**src/rtl/hazard_ctrl_pkg.sv**
```systemverilog
// Shared encodings for the St.PU hazard controller: register/stall bus widths,
// stall bit positions, result-latency classes and the observational FSM states.
package hazard_ctrl_pkg;

    localparam int RegAddrBus = 5;
    localparam int StallBus   = 6;

    localparam int STALL_PC  = 0;
    localparam int STALL_IF  = 1;
    localparam int STALL_ID  = 2;
    localparam int STALL_EX  = 3;
    localparam int STALL_MEM = 4;
    localparam int STALL_WB  = 5;

    typedef logic [StallBus-1:0] stall_t;

    // Reserved class 3 is tracked exactly like a load.
    typedef enum logic [1:0] {
        LAT_ALU  = 2'd0,
        LAT_LOAD = 2'd1,
        LAT_MDU  = 2'd2,
        LAT_RSVD = 2'd3
    } lat_t;

    typedef enum logic [1:0] {
        ST_RUN  = 2'd0,
        ST_HAZ  = 2'd1,
        ST_MDUW = 2'd2
    } state_t;

    function automatic stall_t stall_front();
        stall_t s;
        s = '0;
        s[STALL_PC] = 1'b1;
        s[STALL_IF] = 1'b1;
        s[STALL_ID] = 1'b1;
        return s;
    endfunction

endpackage

```
**src/rtl/hazard_ctrl_if.sv**
```systemverilog
// ID-stage <-> hazard controller signal bundle. valid/ready: there is no ready;
// ID presents a request with id_valid_i and must hold it while stall_o[STALL_ID] is high.
interface hazard_ctrl_if #(
    parameter int NREG = 32,
    parameter int AW   = 5,
    parameter int CNTW = 32
);
    logic            id_valid_i;
    logic            reg1_read_i;
    logic            reg2_read_i;
    logic [AW-1:0]   reg1_addr_i;
    logic [AW-1:0]   reg2_addr_i;
    logic            wreg_i;
    logic [AW-1:0]   wd_i;
    logic [1:0]      lat_i;
    logic            clr_we_i;
    logic [AW-1:0]   clr_addr_i;
    logic            mdu_done_i;
    logic            flush_i;
    logic [5:0]      stall_o;
    logic            bubble_o;
    logic            mdu_busy_o;
    logic [NREG-1:0] busy_o;
    logic [1:0]      state_o;
    logic [CNTW-1:0] stall_cnt_o;

    modport slave (
        input  id_valid_i, reg1_read_i, reg2_read_i, reg1_addr_i, reg2_addr_i,
        input  wreg_i, wd_i, lat_i, clr_we_i, clr_addr_i, mdu_done_i, flush_i,
        output stall_o, bubble_o, mdu_busy_o, busy_o, state_o, stall_cnt_o
    );

    modport master (
        output id_valid_i, reg1_read_i, reg2_read_i, reg1_addr_i, reg2_addr_i,
        output wreg_i, wd_i, lat_i, clr_we_i, clr_addr_i, mdu_done_i, flush_i,
        input  stall_o, bubble_o, mdu_busy_o, busy_o, state_o, stall_cnt_o
    );

endinterface

```
**src/rtl/hazard_ctrl_scoreboard.sv**
```systemverilog
// Per-register busy bits with set/clear update and two bypassed lookup ports:
// a register released this cycle already reads as not busy.
module hazard_ctrl_scoreboard #(
    parameter int NREG = 32,
    parameter int AW   = 5
) (
    input  logic            clk,
    input  logic            rst,
    input  logic            set_en,
    input  logic [AW-1:0]   set_addr,
    input  logic            clr_en,
    input  logic [AW-1:0]   clr_addr,
    input  logic [AW-1:0]   rd_addr1,
    input  logic [AW-1:0]   rd_addr2,
    output logic            rd_busy1,
    output logic            rd_busy2,
    output logic [NREG-1:0] busy
);

    logic [NREG-1:0] busy_q;
    logic [NREG-1:0] busy_d;
    logic [NREG-1:0] clr_mask;
    logic [NREG-1:0] eff;

    always_comb begin
        clr_mask = '0;
        if (clr_en) clr_mask[clr_addr] = 1'b1;
    end

    assign eff = busy_q & ~clr_mask;

    // Set is applied after clear so the younger writer keeps the register busy.
    always_comb begin
        busy_d = eff;
        if (set_en && set_addr != '0) busy_d[set_addr] = 1'b1;
    end

    always_ff @(posedge clk or negedge rst) begin
        if (!rst) busy_q <= '0;
        else      busy_q <= busy_d;
    end

    assign rd_busy1 = eff[rd_addr1];
    assign rd_busy2 = eff[rd_addr2];
    assign busy     = busy_q;

endmodule

```
**src/rtl/hazard_ctrl.sv**
```systemverilog
// Pipeline hazard controller: freezes PC/IF/ID and bubbles EX on data or MDU
// structural hazards, tracks MDU occupancy and counts stalled cycles.
module hazard_ctrl
    import hazard_ctrl_pkg::*;
#(
    parameter int NREG = 32,
    parameter int AW   = RegAddrBus,
    parameter int CNTW = 32
) (
    input logic        clk,
    input logic        rst,
    hazard_ctrl_if.slave bus
);

    state_t          state;
    state_t          state_next;
    logic            mdu_busy;
    logic [CNTW-1:0] stall_cnt;
    logic [NREG-1:0] busy;
    logic            eb1;
    logic            eb2;
    logic            dh;
    logic            sh;
    logic            is_mdu;
    logic            issue;
    logic            track;
    stall_t          stall;
    logic            bubble;

    assign is_mdu = (bus.lat_i == LAT_MDU);
    assign dh     = bus.id_valid_i & ((bus.reg1_read_i & eb1) | (bus.reg2_read_i & eb2));
    // Any MDU-class instruction conflicts with a busy MDU, whether or not it writes back.
    assign sh     = bus.id_valid_i & is_mdu & mdu_busy & ~bus.mdu_done_i;
    assign issue  = bus.id_valid_i & ~dh & ~sh & ~bus.flush_i;
    assign track  = issue & bus.wreg_i & (bus.lat_i != LAT_ALU);

    hazard_ctrl_scoreboard #(.NREG(NREG), .AW(AW)) u_scoreboard (
        .clk      (clk),
        .rst      (rst),
        .set_en   (track),
        .set_addr (bus.wd_i),
        .clr_en   (bus.clr_we_i),
        .clr_addr (bus.clr_addr_i),
        .rd_addr1 (bus.reg1_addr_i),
        .rd_addr2 (bus.reg2_addr_i),
        .rd_busy1 (eb1),
        .rd_busy2 (eb2),
        .busy     (busy)
    );

    // Reset forces the stall outputs low so a mid-stall reset releases the pipe at once.
    always_comb begin
        stall  = '0;
        bubble = 1'b0;
        if (rst) begin
            if (bus.flush_i) begin
                bubble = 1'b1;
            end else if (dh || sh) begin
                stall  = stall_front();
                bubble = 1'b1;
            end
        end
    end

    always_comb begin
        state_next = ST_RUN;
        if (bus.flush_i)  state_next = ST_RUN;
        else if (dh)      state_next = ST_HAZ;
        else if (sh)      state_next = ST_MDUW;
    end

    always_ff @(posedge clk or negedge rst) begin
        if (!rst) state <= ST_RUN;
        else      state <= state_next;
    end

    always_ff @(posedge clk or negedge rst) begin
        if (!rst)                    mdu_busy <= 1'b0;
        else if (issue && is_mdu)    mdu_busy <= 1'b1;
        else if (bus.mdu_done_i)     mdu_busy <= 1'b0;
    end

    always_ff @(posedge clk or negedge rst) begin
        if (!rst)
            stall_cnt <= '0;
        else if ((dh || sh) && !bus.flush_i && stall_cnt != '1)
            stall_cnt <= stall_cnt + 1'b1;
    end

    assign bus.stall_o     = stall;
    assign bus.bubble_o    = bubble;
    assign bus.mdu_busy_o  = mdu_busy;
    assign bus.busy_o      = busy;
    assign bus.state_o     = state;
    assign bus.stall_cnt_o = stall_cnt;

endmodule
```
**src/flat_wrapper.sv**
```systemverilog
// flat-port wrapper written by rule: the top's interface ports become plain ports
module hazard_ctrl_flat import hazard_ctrl_pkg::*;
#(
    parameter int NREG = 32,
    parameter int AW   = RegAddrBus,
    parameter int CNTW = 32
)
  (clk, rst, bus_id_valid_i, bus_reg1_read_i, bus_reg2_read_i, bus_reg1_addr_i, bus_reg2_addr_i, bus_wreg_i, bus_wd_i, bus_lat_i, bus_clr_we_i, bus_clr_addr_i, bus_mdu_done_i, bus_flush_i, bus_stall_o, bus_bubble_o, bus_mdu_busy_o, bus_busy_o, bus_state_o, bus_stall_cnt_o);
  hazard_ctrl_if #(.NREG(NREG), .AW(AW), .CNTW(CNTW)) bus_i ();
  input logic clk;
  input logic rst;
  input wire logic [$bits(bus_i.id_valid_i)-1:0] bus_id_valid_i;
  input wire logic [$bits(bus_i.reg1_read_i)-1:0] bus_reg1_read_i;
  input wire logic [$bits(bus_i.reg2_read_i)-1:0] bus_reg2_read_i;
  input wire logic [$bits(bus_i.reg1_addr_i)-1:0] bus_reg1_addr_i;
  input wire logic [$bits(bus_i.reg2_addr_i)-1:0] bus_reg2_addr_i;
  input wire logic [$bits(bus_i.wreg_i)-1:0] bus_wreg_i;
  input wire logic [$bits(bus_i.wd_i)-1:0] bus_wd_i;
  input wire logic [$bits(bus_i.lat_i)-1:0] bus_lat_i;
  input wire logic [$bits(bus_i.clr_we_i)-1:0] bus_clr_we_i;
  input wire logic [$bits(bus_i.clr_addr_i)-1:0] bus_clr_addr_i;
  input wire logic [$bits(bus_i.mdu_done_i)-1:0] bus_mdu_done_i;
  input wire logic [$bits(bus_i.flush_i)-1:0] bus_flush_i;
  output wire logic [$bits(bus_i.stall_o)-1:0] bus_stall_o;
  output wire logic [$bits(bus_i.bubble_o)-1:0] bus_bubble_o;
  output wire logic [$bits(bus_i.mdu_busy_o)-1:0] bus_mdu_busy_o;
  output wire logic [$bits(bus_i.busy_o)-1:0] bus_busy_o;
  output wire logic [$bits(bus_i.state_o)-1:0] bus_state_o;
  output wire logic [$bits(bus_i.stall_cnt_o)-1:0] bus_stall_cnt_o;
  assign bus_i.id_valid_i = bus_id_valid_i;
  assign bus_i.reg1_read_i = bus_reg1_read_i;
  assign bus_i.reg2_read_i = bus_reg2_read_i;
  assign bus_i.reg1_addr_i = bus_reg1_addr_i;
  assign bus_i.reg2_addr_i = bus_reg2_addr_i;
  assign bus_i.wreg_i = bus_wreg_i;
  assign bus_i.wd_i = bus_wd_i;
  assign bus_i.lat_i = bus_lat_i;
  assign bus_i.clr_we_i = bus_clr_we_i;
  assign bus_i.clr_addr_i = bus_clr_addr_i;
  assign bus_i.mdu_done_i = bus_mdu_done_i;
  assign bus_i.flush_i = bus_flush_i;
  assign bus_stall_o = bus_i.stall_o;
  assign bus_bubble_o = bus_i.bubble_o;
  assign bus_mdu_busy_o = bus_i.mdu_busy_o;
  assign bus_busy_o = bus_i.busy_o;
  assign bus_state_o = bus_i.state_o;
  assign bus_stall_cnt_o = bus_i.stall_cnt_o;
  hazard_ctrl #(.NREG(NREG), .AW(AW), .CNTW(CNTW)) u_core (.clk(clk), .rst(rst), .bus(bus_i));
endmodule
```
**config.mk**
```make
export PLATFORM = sky130hd
export DESIGN_NAME = hazard_ctrl_flat
export DESIGN_NICKNAME = d
export VERILOG_FILES = /design/src/rtl/hazard_ctrl_pkg.sv /design/src/rtl/hazard_ctrl_if.sv /design/src/rtl/hazard_ctrl_scoreboard.sv /design/src/rtl/hazard_ctrl.sv /design/src/flat_wrapper.sv
export SDC_FILE = /design/constraint.sdc
export NUM_CORES = 1
export LEC_CHECK = 0
export BUFFER_PORTS_ARGS = -buffer_cell sky130_fd_sc_hd__clkbuf_2
export CORE_MARGIN = 5
export CORE_UTILIZATION = 59
export CTS_CLUSTER_DIAMETER = 100
export CTS_CLUSTER_SIZE = 8
export DETAILED_ROUTE_END_ITERATION = 8
export PLACE_DENSITY = 0.88
export SYNTH_ARGS = -nofsm -noshare
export SYNTH_HDL_FRONTEND = slang
export SYNTH_SLANG_ARGS = --single-unit
```
**constraint.sdc**
```tcl
create_clock -name clk -period 7 [get_ports clk]
set_clock_uncertainty 0.15 [all_clocks]
set_input_delay 1.05 -clock clk [delete_from_list [all_inputs] [get_ports clk]]
set_output_delay 1.05 -clock clk [all_outputs]
set_load 0.1 [all_outputs]
```
==> results of run 1 <==
synth_stat cells, types with 5 or more instances:
master / count
nand3b_1: 5
and3_1: 11
nand4_1: 8
dfrtp_1: 67
o311ai_0: 7
nor3b_1: 6
nor2_1: 17
clkbuf_1: 6
xor2_1: 31
mux2_2: 6
o21ai_0: 30
nand3_1: 9
nor4_1: 19
buf_2: 12
buf_4: 10
o41ai_2: 28
mux4_2: 5
mux2i_1: 12
nand2_1: 26
inv_1: 11
nor3_1: 11
o211ai_1: 7
nand2b_1: 9
per-stage QoR:
step / utilization [%] / total power (W) / setup slack [ns]
final: 71.09 / 0.001253 / 1.661
after global routing: 71.09 / 0.001292 / 1.446
after CTS: 71.09 / 0.001251 / 1.687
after detailed placement: 67.69 / 0.0008524 / 1.710
after global placement: 67.69 / 0.0008458 / 1.747
after floorplan: - / 0.0007698 / 0.2854
where the power goes:
part	internal [W]	total (W)	switching (W)
sequential	0.000413	0.000447	0.0000334
combinational	0.0000785	0.000404	0.000325
clock	0.000247	0.000403	0.000156
total	0.000739	0.00125	0.000515
metal layers:
metal	routed length, um	GRT usage, %	vias up
li1	-	-	1857
met1	5345	37.52	2069
met2	6363	44.69	300
met3	1445	5.815	40
met4	363	11.61	0
met5	0	0	-
sequential cells by signal (all words and copies together), names as in the netlist:
signal	cells
u_core.bus.stall_cnt_o	32
u_core.u_scoreboard.busy	32
u_core.bus.state_o	2
u_core.bus.mdu_busy_o	1
worst max-delay path, delay by kind of cell:
family,cells,cell delay (ns)
buffers and inverters,2,0.74
AND/OR/NAND/NOR,3,0.92
multiplexers,1,0.56
AO/OA/AOI/OAI,4,0.84
final cells by class:
class / count / area share [%]
clock inverter: 6 / 2.137
sequential: 67 / 32.17
multi-input combinational: 326 / 49.60
inverter: 11 / 0.7923
clock buffer: 10 / 2.641
timing repair buffer: 105 / 10.28
tap: 99 / 2.377
how the worst min path moves through the flow:
stage | to | slack (ns) | cells past startpoint
5_1_grt | u_core.bus.stall_cnt_o[30] | 0.35 | 1
3_5_place_dp | u_core.bus.stall_cnt_o[28] | 0.33 | 1
6_report | u_core.bus.stall_cnt_o[28] | 0.35 | 1
3_3_place_gp | u_core.bus.stall_cnt_o[12] | 0.32 | 1
2_1_floorplan | u_core.bus.mdu_busy_o | 0.60 | 0
4_1_cts | u_core.bus.stall_cnt_o[28] | 0.34 | 1
logic make-up (layout without fill, tap and decap cells):
family	count (synthesis)	count (layout)	synth area share (%)
muxes	24	24	6.921
AOI/OAI and AO/OA	110	110	22.40
other	1	3	0.08330
xor gates and xnor gates	34	34	6.782
buffers and inverters	46	132	5.503
DFF	67	67	37.24
and+or+nand+nor	154	154	20.79
adders and majority gates	1	1	0.2779
==> run metrics, run 1 <==
multi-input logic area=2585 um2; Setup TNS=0 ns; Slew HR=32.95%; Final Cell Area=5211 um2; Lkg Pwr=2.550 nW; fin. max-slew vios=0; grt total ovfl=0; Sink Count=67; Final HPWL DP=9632 um; P&R area growth vs syn=15.76%; post-route ant nets=0; Initial Utilization=61.41%; Tcrit/Tclk final=76.27%; Max Clk Rate=187.3 MHz; max-cap violation count=0; IO buf count=101; routed len/inst=21.66 um; crit path max fanout=15; reg2reg path depth=9; most frequent cells in the layout=clkbuf_2, dfrtp_1, xor2_1; H-tree depth=3; fraction of layout cells with a size suffix above 1=32.95%; Die W=97.35 um; share of the synthesized area in the top cell type=37.24%; Distinct cells, synth=63; Min Hold Slack=0.3491 ns; Rows=31; Crit. Startpoint=bus_reg2_addr_i[0]; antenna violations before repair=0; RSZ-0062 raised after global routing=false; dominant cell type by area after synthesis=dfrtp_1; Critical Path, Cell by Cell=clkbuf_2 -> mux4_2 -> nand4_1 -> o22ai_1 -> a221oi_1 -> o211ai_1 -> nor4_4 -> nand2b_1 -> a21boi_1 -> clkbuf_2; Post-CTS Setup Bufs=0; largest net degree at the start of global routing=65; prevailing post-synth register cell=dfrtp_1; FILL cells=533; DIE AREA=9477 um2; Worst path most repeated cell=clkbuf_2; CP required=5.80 ns; Residual DRC=0; endpoint type of the worst setup path=output port; Setup Viol. Count Final=0; Worst VDD drop=0.3320 mV; CTS max path bufs=2; gpl congestion=0.9545; CP Capture Point=bus_bubble_o; die height=97.35 um; drt via density=6.837; latest clock arrival within the worst-skew pair=0.36 ns; Post-synth ARST share=100.0%; Mapped Cells=437; Pre-antenna DRT Iters=7; # diodes=0; Final Routed Wirelength=13520 um; cell area power density=240.5 nW/um2; total track usage=28.12%; Area contributors post-synth=dfrtp_1, o41ai_2, xor2_1; Register Area=1677 um2; Ys Warns=0; startpoint types=primary input; placed cells=608; DP Area=4962 um2; Post-synth EDFFs=0; CP max stage cell=nor4_4; vias in the first global route=4164; Hold Path Origin=u_core.bus.stall_cnt_o[28]; # IOs=105; commonest non-fill, non-tap cell in the layout=clkbuf_2; 1st-iter DRT viols=501; r2r setup slk=3.32 ns; Root Buffer=clkbuf_8; Inserted Clock Buffers=9; critical path arrival=4.14 ns; Mean Syn Cell Area=10.30 um2; Reg-to-Reg End=u_core.bus.stall_cnt_o[1]; PostCTS Resize Cnt=0; hold-fix buffers at CTS=0; #FFs+latches synth=67; Nets=552; vias post-DR=4266; Core ar.=7331 um2; first-pass GRT wire length=21590 um; post-synthesis sequential area ratio=37.24%; Hold Fails Final Rpt=0; Hold Crit Class=flip-flop to flip-flop; fin crit period=5.339 ns; Max stage delay on crit path=0.61 ns; CTS tree=yes; cell area after synthesis=4502 um2; Finished Layout Cells=624; critical path class=primary input to output port; RR Startpoint=u_core.u_scoreboard.busy[23]; outcome=finished clean; slew at the pin with the worst max-slew slack=1.006 ns; Worst-path clk slew=0.08 ns
(Power assumes the default switching activity.)
==> inputs of run 2 (changes only) <==
--- a/config.mk
+++ b/config.mk
@@ -5,13 +5,14 @@
 export SDC_FILE = /design/constraint.sdc
 export NUM_CORES = 1
 export LEC_CHECK = 0
+export ABC_AREA = 1
 export BUFFER_PORTS_ARGS = -buffer_cell sky130_fd_sc_hd__clkbuf_2
 export CORE_MARGIN = 5
-export CORE_UTILIZATION = 59
+export CORE_UTILIZATION = 55
 export CTS_CLUSTER_DIAMETER = 100
 export CTS_CLUSTER_SIZE = 8
 export DETAILED_ROUTE_END_ITERATION = 8
-export PLACE_DENSITY = 0.88
+export PLACE_DENSITY = 0.83
 export SYNTH_ARGS = -nofsm -noshare
 export SYNTH_HDL_FRONTEND = slang
 export SYNTH_SLANG_ARGS = --single-unit
==> constraint.sdc (replaced) <==
create_clock -name clk -period 5.6 [get_ports clk]
set_clock_uncertainty 0.15 [all_clocks]
set_input_delay 0.84 -clock clk [delete_from_list [all_inputs] [get_ports clk]]
set_output_delay 0.84 -clock clk [all_outputs]
set_load 0.1 [all_outputs]
==> run metrics, run 2 <==
most frequent cells in the layout=nand2_1, nand3_1, clkbuf_2; first-pass GRT wire length=25250 um (+17%); outcome=finished clean; Sink Count=67 (unchanged); RSZ-0062 raised after global routing=false; Setup Viol. Count Final=0 (unchanged); total track usage=30.46% (+2.3 points); Register Area=1677 um2 (unchanged); commonest non-fill, non-tap cell in the layout=nand2_1; GRT met2 Usage=51.26% (+6.6 points); Slew HR=18.92% (-14 points); Distinct cells, synth=30 (-52%); Final WS setup=1.063 ns (-0.5977 ns); H-tree depth=3 (unchanged); Area contributors post-synth=dfrtp_1, nand2_1, nand3_1; most frequent cell after synthesis=nand2_1; Pre-antenna DRT Iters=5 (-2); 1st-iter DRT viols=473 (-5.6%); #FFs+latches synth=67 (unchanged); IO buf count=101 (unchanged); grt total ovfl=0 (unchanged); Nets=836 (+51%); Final Cell Area=5489 um2 (+5.3%); gpl congestion=1.018 (+6.7%); Die W=103.0 um (+5.8%); hold-fix buffers at CTS=0 (unchanged); FILL cells=798 (+50%); prevailing post-synth register cell=dfrtp_1; Residual DRC=0 (unchanged); Hold Crit Class=primary input to asynchronous set/reset pin; met3 GRT Util=4.804% (-1.0 points); CTS max path bufs=2 (unchanged); die height=103.0 um (+5.8%); startpoint types=primary input; final core utilization=64.19% (-6.9 points); Core ar.=8551 um2 (+17%); share of the synthesized area in the top cell type=35.27% (-2.0 points); max-cap violation count=0 (unchanged); DP Area=5254 um2 (+5.9%); Top Usage Layer GRT=met2; Min Hold Slack=0.3150 ns (-0.03414 ns); Setup TNS=0 ns (unchanged); Post-synth ARST share=100.0% (unchanged); Reg-to-Reg End=u_core.bus.stall_cnt_o[3]; RR Startpoint=u_core.bus.stall_cnt_o[1]; P&R area growth vs syn=15.48%; Worst VDD drop=0.1686 mV (-49%); post-synthesis sequential area ratio=35.27% (-2.0 points); # diodes=0 (unchanged); critical path arrival=3.55 ns (-0.59 ns); dominant cell type by area after synthesis=dfrtp_1; Worst-path clk slew=0.08 ns (about the same); Crit. Startpoint=bus_reg1_addr_i[0]; fin. max-slew vios=0 (unchanged); Hold Fails Final Rpt=0 (unchanged); Post-synth EDFFs=0 (unchanged); Mapped Cells=719 (+65%); Final Routed Wirelength=15720 um (+16%); Root Buffer=clkbuf_8; r2r setup slk=2.70 ns (-0.62 ns); routed len/inst=17.14 um (-21%); drt via density=5.927 (-13%); # IOs=105 (unchanged); antenna violations before repair=0 (unchanged); Max Clk Rate=220.4 MHz; Setup Slack @ Placement=1.082 ns (-0.6281 ns); Mean Syn Cell Area=6.611 um2 (-36%); PostCTS Resize Cnt=0 (unchanged); CP required=4.61 ns (-1.19 ns); grt met1 use=38.61% (+1.1 points); DIE AREA=10600 um2 (+12%); CP Capture Point=bus_stall_o[0]; CTS tree=yes; Post-CTS Setup Bufs=0 (unchanged); crit path max fanout=36 (+21); Inserted Clock Buffers=9 (unchanged); vias in the first global route=5100 (+22%); endpoint type of the worst setup path=output port; Rows=34 (+9.7%); fin crit period=4.537 ns; Tcrit/Tclk final=81.01%; cell area power density=271.9 nW/um2 (+13%); post-route ant nets=0 (unchanged); latest clock arrival within the worst-skew pair=0.35 ns (about the same); vias post-DR=5435 (+27%); Final HPWL DP=11530 um (+20%); critical path class=primary input to output port; reg2reg path depth=11 (+2); Ys Warns=0 (unchanged); cell area after synthesis=4753 um2 (+5.6%); fraction of layout cells with a size suffix above 1=17.18% (-16 points); largest net degree at the start of global routing=48 (-26%); Lkg Pwr=2.794 nW (+9.6%); synth cell count leaders=nand2_1, nand3_1, dfrtp_1, nor2_1, inv_1; slew at the pin with the worst max-slew slack=1.215 ns (+0.2092 ns); Initial Utilization=55.59% (-5.8 points); multi-input logic area=2723 um2 (+5.3%)
## run 2: cell count changes after synthesis, sizes merged, moves of 10 or more
cell / before / now
mux2i: 12 / 0
inv: 11 / 50
nand3: 9 / 164
nor4: 20 / 9
nor2: 17 / 70
and3: 11 / 1
nand2: 26 / 233
o21ai: 35 / 1
nand4: 8 / 36
o41ai: 32 / 0
## run 2: logic make-up after synthesis
group	Yosys count	synth area share (%)
flops	67	35.27
fa+ha+maj	1	0.2632
simple gates	535	50.99
buf+inv	83	7.607
compound gates	3	0.4475
other cells	1	0.07889
xor+xnor	29	5.343
## run 2: layout make-up
type                    count  share of cell area (%)
multi-input cells         571                   49.60
well taps                 108                   2.462
clock inverters             5                   1.527
clock buffers              11                   2.758
inverters                  51                   3.488
repair buffers            104                   9.619
flip-flops and latches     67                   30.54
## run 2: routing by layer
metal | part of all wire [%] | wire [um]
met5 | 0 | 0
met4 | 3.3 | 522
met2 | 48 | 7604
met3 | 10 | 1590
met1 | 38 | 5998
## run 2: worst min path at each step
stage | from | to | slack (ns) | depth (start not counted)
final | rst | u_core.bus.state_o[1] | 0.31 | 1
after global routing | rst | u_core.bus.state_o[1] | 0.33 | 1
after CTS | rst | u_core.bus.stall_cnt_o[24] | 0.31 | 1
after detailed placement | u_core.bus.mdu_busy_o | u_core.bus.mdu_busy_o | 0.37 | 2
after global placement | u_core.bus.mdu_busy_o | u_core.bus.mdu_busy_o | 0.34 | 2
after floorplan | rst | u_core.bus.mdu_busy_o | 0.39 | 0
## run 2: worst max-delay path, stage by stage
cell and delay (ns):
clkbuf_2 0.28, inv_1 0.53, nand3_1 0.14, nand3_1 0.12, nand3_1 0.09, nand2_1 0.08, nand2_1 0.05, nand3_1 0.07
nand3_1 0.09, nand2_2 0.12, nand2_2 0.09, nand2_4 0.30, and3_1 0.26, clkbuf_2 0.47
## run 2: per-stage QoR
stage                     cells  power (W)
final                       917   0.001493
after global routing        917   0.001551
after CTS                   917   0.001495
after detailed placement    901   0.001020
after global placement      901   0.001014
after floorplan             721  0.0009141
## run 2: power by group
| part | switching, W | leakage (nW) | internal, W |
|---|---|---|---|
| combinational | 0.000382 | 1.76 | 0.0000749 |
| clock | 0.000201 | 0.112 | 0.000277 |
| sequential | 0.0000449 | 0.923 | 0.000513 |
==> inputs of run 3 (changes only) <==
==> constraint.sdc (replaced) <==
create_clock -name clk -period 4.6 [get_ports clk]
set_clock_uncertainty 0.15 [all_clocks]
set_input_delay 0.69 -clock clk [delete_from_list [all_inputs] [get_ports clk]]
set_output_delay 0.69 -clock clk [all_outputs]
set_load 0.1 [all_outputs]
==> run metrics, run 3 (synthesized netlist as in run 2, its figures left out) <==
Register Area=1677 um2 (unchanged); commonest non-fill, non-tap cell in the layout=nand2_1; crit path max fanout=17 (-53%); Die W=103.0 um (unchanged); fin. max-slew vios=0 (unchanged); outcome=finished clean; max-cap violation count=0 (unchanged); Root Buffer=clkbuf_8; PostCTS Resize Cnt=0 (unchanged); Crit path buffers/inverters=3 (unchanged); first-pass GRT wire length=25250 um (about the same); antenna violations before repair=0 (unchanged); H-tree depth=3 (unchanged); multi-input logic area=2723 um2 (unchanged); hold-fix buffers at CTS=0 (unchanged); Final Routed Wirelength=15820 um (+0.69%); 1st-iter DRT viols=401 (-15%); # diodes=0 (unchanged); critical path class=primary input to output port; latest clock arrival within the worst-skew pair=0.36 ns (about the same); Worst-path clk slew=0.08 ns (about the same); Hold Crit Class=primary input to asynchronous set/reset pin; CP max stage cell=inv_1; vias post-DR=5420 (-0.28%); Final HPWL DP=11670 um (+1.2%); Core ar.=8551 um2 (unchanged); Rows=34 (unchanged); DIE AREA=10600 um2 (unchanged); grt total ovfl=0 (unchanged); vias in the first global route=5077 (-0.45%); Lkg Pwr=2.806 nW (+0.43%); Nets=839 (+0.36%); Top Family by Delay on Critical Path=buffers and inverters; Post-CTS Setup Bufs=0 (unchanged); drt via density=5.891 (-0.60%); Hold Fails Final Rpt=0 (unchanged); total track usage=30.34% (-0.11 points); final core utilization=64.35% (+0.16 points); Residual DRC=0 (unchanged); r2r setup slk=1.77 ns (-0.93 ns); fin crit period=3.969 ns; most frequent cells in the layout=nand2_1, nand3_1, clkbuf_2; largest net degree at the start of global routing=50 (+4.2%); routed len/inst=17.20 um (+0.36%); RSZ-0062 raised after global routing=false; Initial Utilization=55.59% (unchanged); Slew HR=35.31% (+16 points); Inserted Clock Buffers=9 (unchanged); IO buf count=101 (unchanged); # IOs=105 (unchanged); Max stage delay on crit path=0.54 ns (about the same); Pre-antenna DRT Iters=5 (unchanged); startpoint types=primary input; P&R area growth vs syn=15.77%; fraction of layout cells with a size suffix above 1=17.49% (+0.31 points); Worst VDD drop=0.1955 mV (+16%); CP required=3.76 ns (-0.85 ns); FILL cells=815 (+2.1%); critical path arrival=3.13 ns (-0.42 ns); Max Clk Rate=251.9 MHz; cell area power density=328.1 nW/um2 (+21%); Worst path most repeated cell=nand3_1; Tcrit/Tclk final=86.29%; CTS max path bufs=2 (unchanged); Critical Path, Cell by Cell=clkbuf_2 -> inv_1 -> nand3_1 -> nand3_1 -> nand3_1 -> nand2_1 -> nand2_1 -> nand3_1 -> nand3_1 -> nand2_2 -> nand2_2 -> nand2_4 -> and3_1 -> clkbuf_2; Setup TNS=0 ns (unchanged); post-route ant nets=0 (unchanged); CTS tree=yes; endpoint type of the worst setup path=output port; slew at the pin with the worst max-slew slack=0.9692 ns (-0.2457 ns); gpl congestion=1.014 (-0.47%); die height=103.0 um (unchanged); Setup Viol. Count Final=0 (unchanged); Sink Count=67 (unchanged)
[run 3: layer usage]
layer | part of all wire [%] | global-route usage, % | wire length [um]
met1 | 39 | 38.48 | 6240
met4 | 3.3 | 11.95 | 530
met3 | 8.9 | 5.074 | 1416
met2 | 48 | 51.55 | 7636
met5 | 0 | 0 | 0
[run 3: final timing paths]
path	start	to	depth (start not counted)
hold / removal	rst	u_core.bus.stall_cnt_o[12]	1
setup / recovery	bus_reg2_addr_i[0]	bus_stall_o[2]	14
max in group asynchronous	rst	u_core.u_scoreboard.busy[11]	2
min in group clk	u_core.bus.mdu_busy_o	u_core.bus.mdu_busy_o	2
hold reg to reg	u_core.bus.mdu_busy_o	u_core.bus.mdu_busy_o	2
setup reg to reg	u_core.u_scoreboard.busy[7]	u_core.bus.stall_cnt_o[18]	14
[run 3: power by group]
part           leakage [nW]  switching (W)  internal [W]
Sequential            0.923      0.0000549      0.000625
Combinational          1.77       0.000464     0.0000927
Clock                 0.108       0.000250      0.000320
Total                  2.81       0.000768       0.00104
[run 3: per-stage QoR]
stage	cells	hold WS [ns]	power, W	setup slack [ns]	instance area, um2
4_1_cts	920	0.1458	0.001807	0.6731	5503
6_report	920	0.1503	0.001805	0.6306	5503
5_1_grt	920	0.1663	0.001878	0.4655	5503
2_1_floorplan	721	0.2444	0.001113	0.5986	4761
3_5_place_dp	904	0.3498	0.001244	0.6785	5276
3_3_place_gp	904	0.3370	0.001232	0.7490	5276
[run 3: layout make-up]
cell class,count,share of cell area (%)
multi-input combinational,571,49.48
tap,108,2.456
clock buffer,10,2.501
inverter,51,3.479
sequential,67,30.47
timing repair buffer,107,10.00
clock inverter,6,1.614
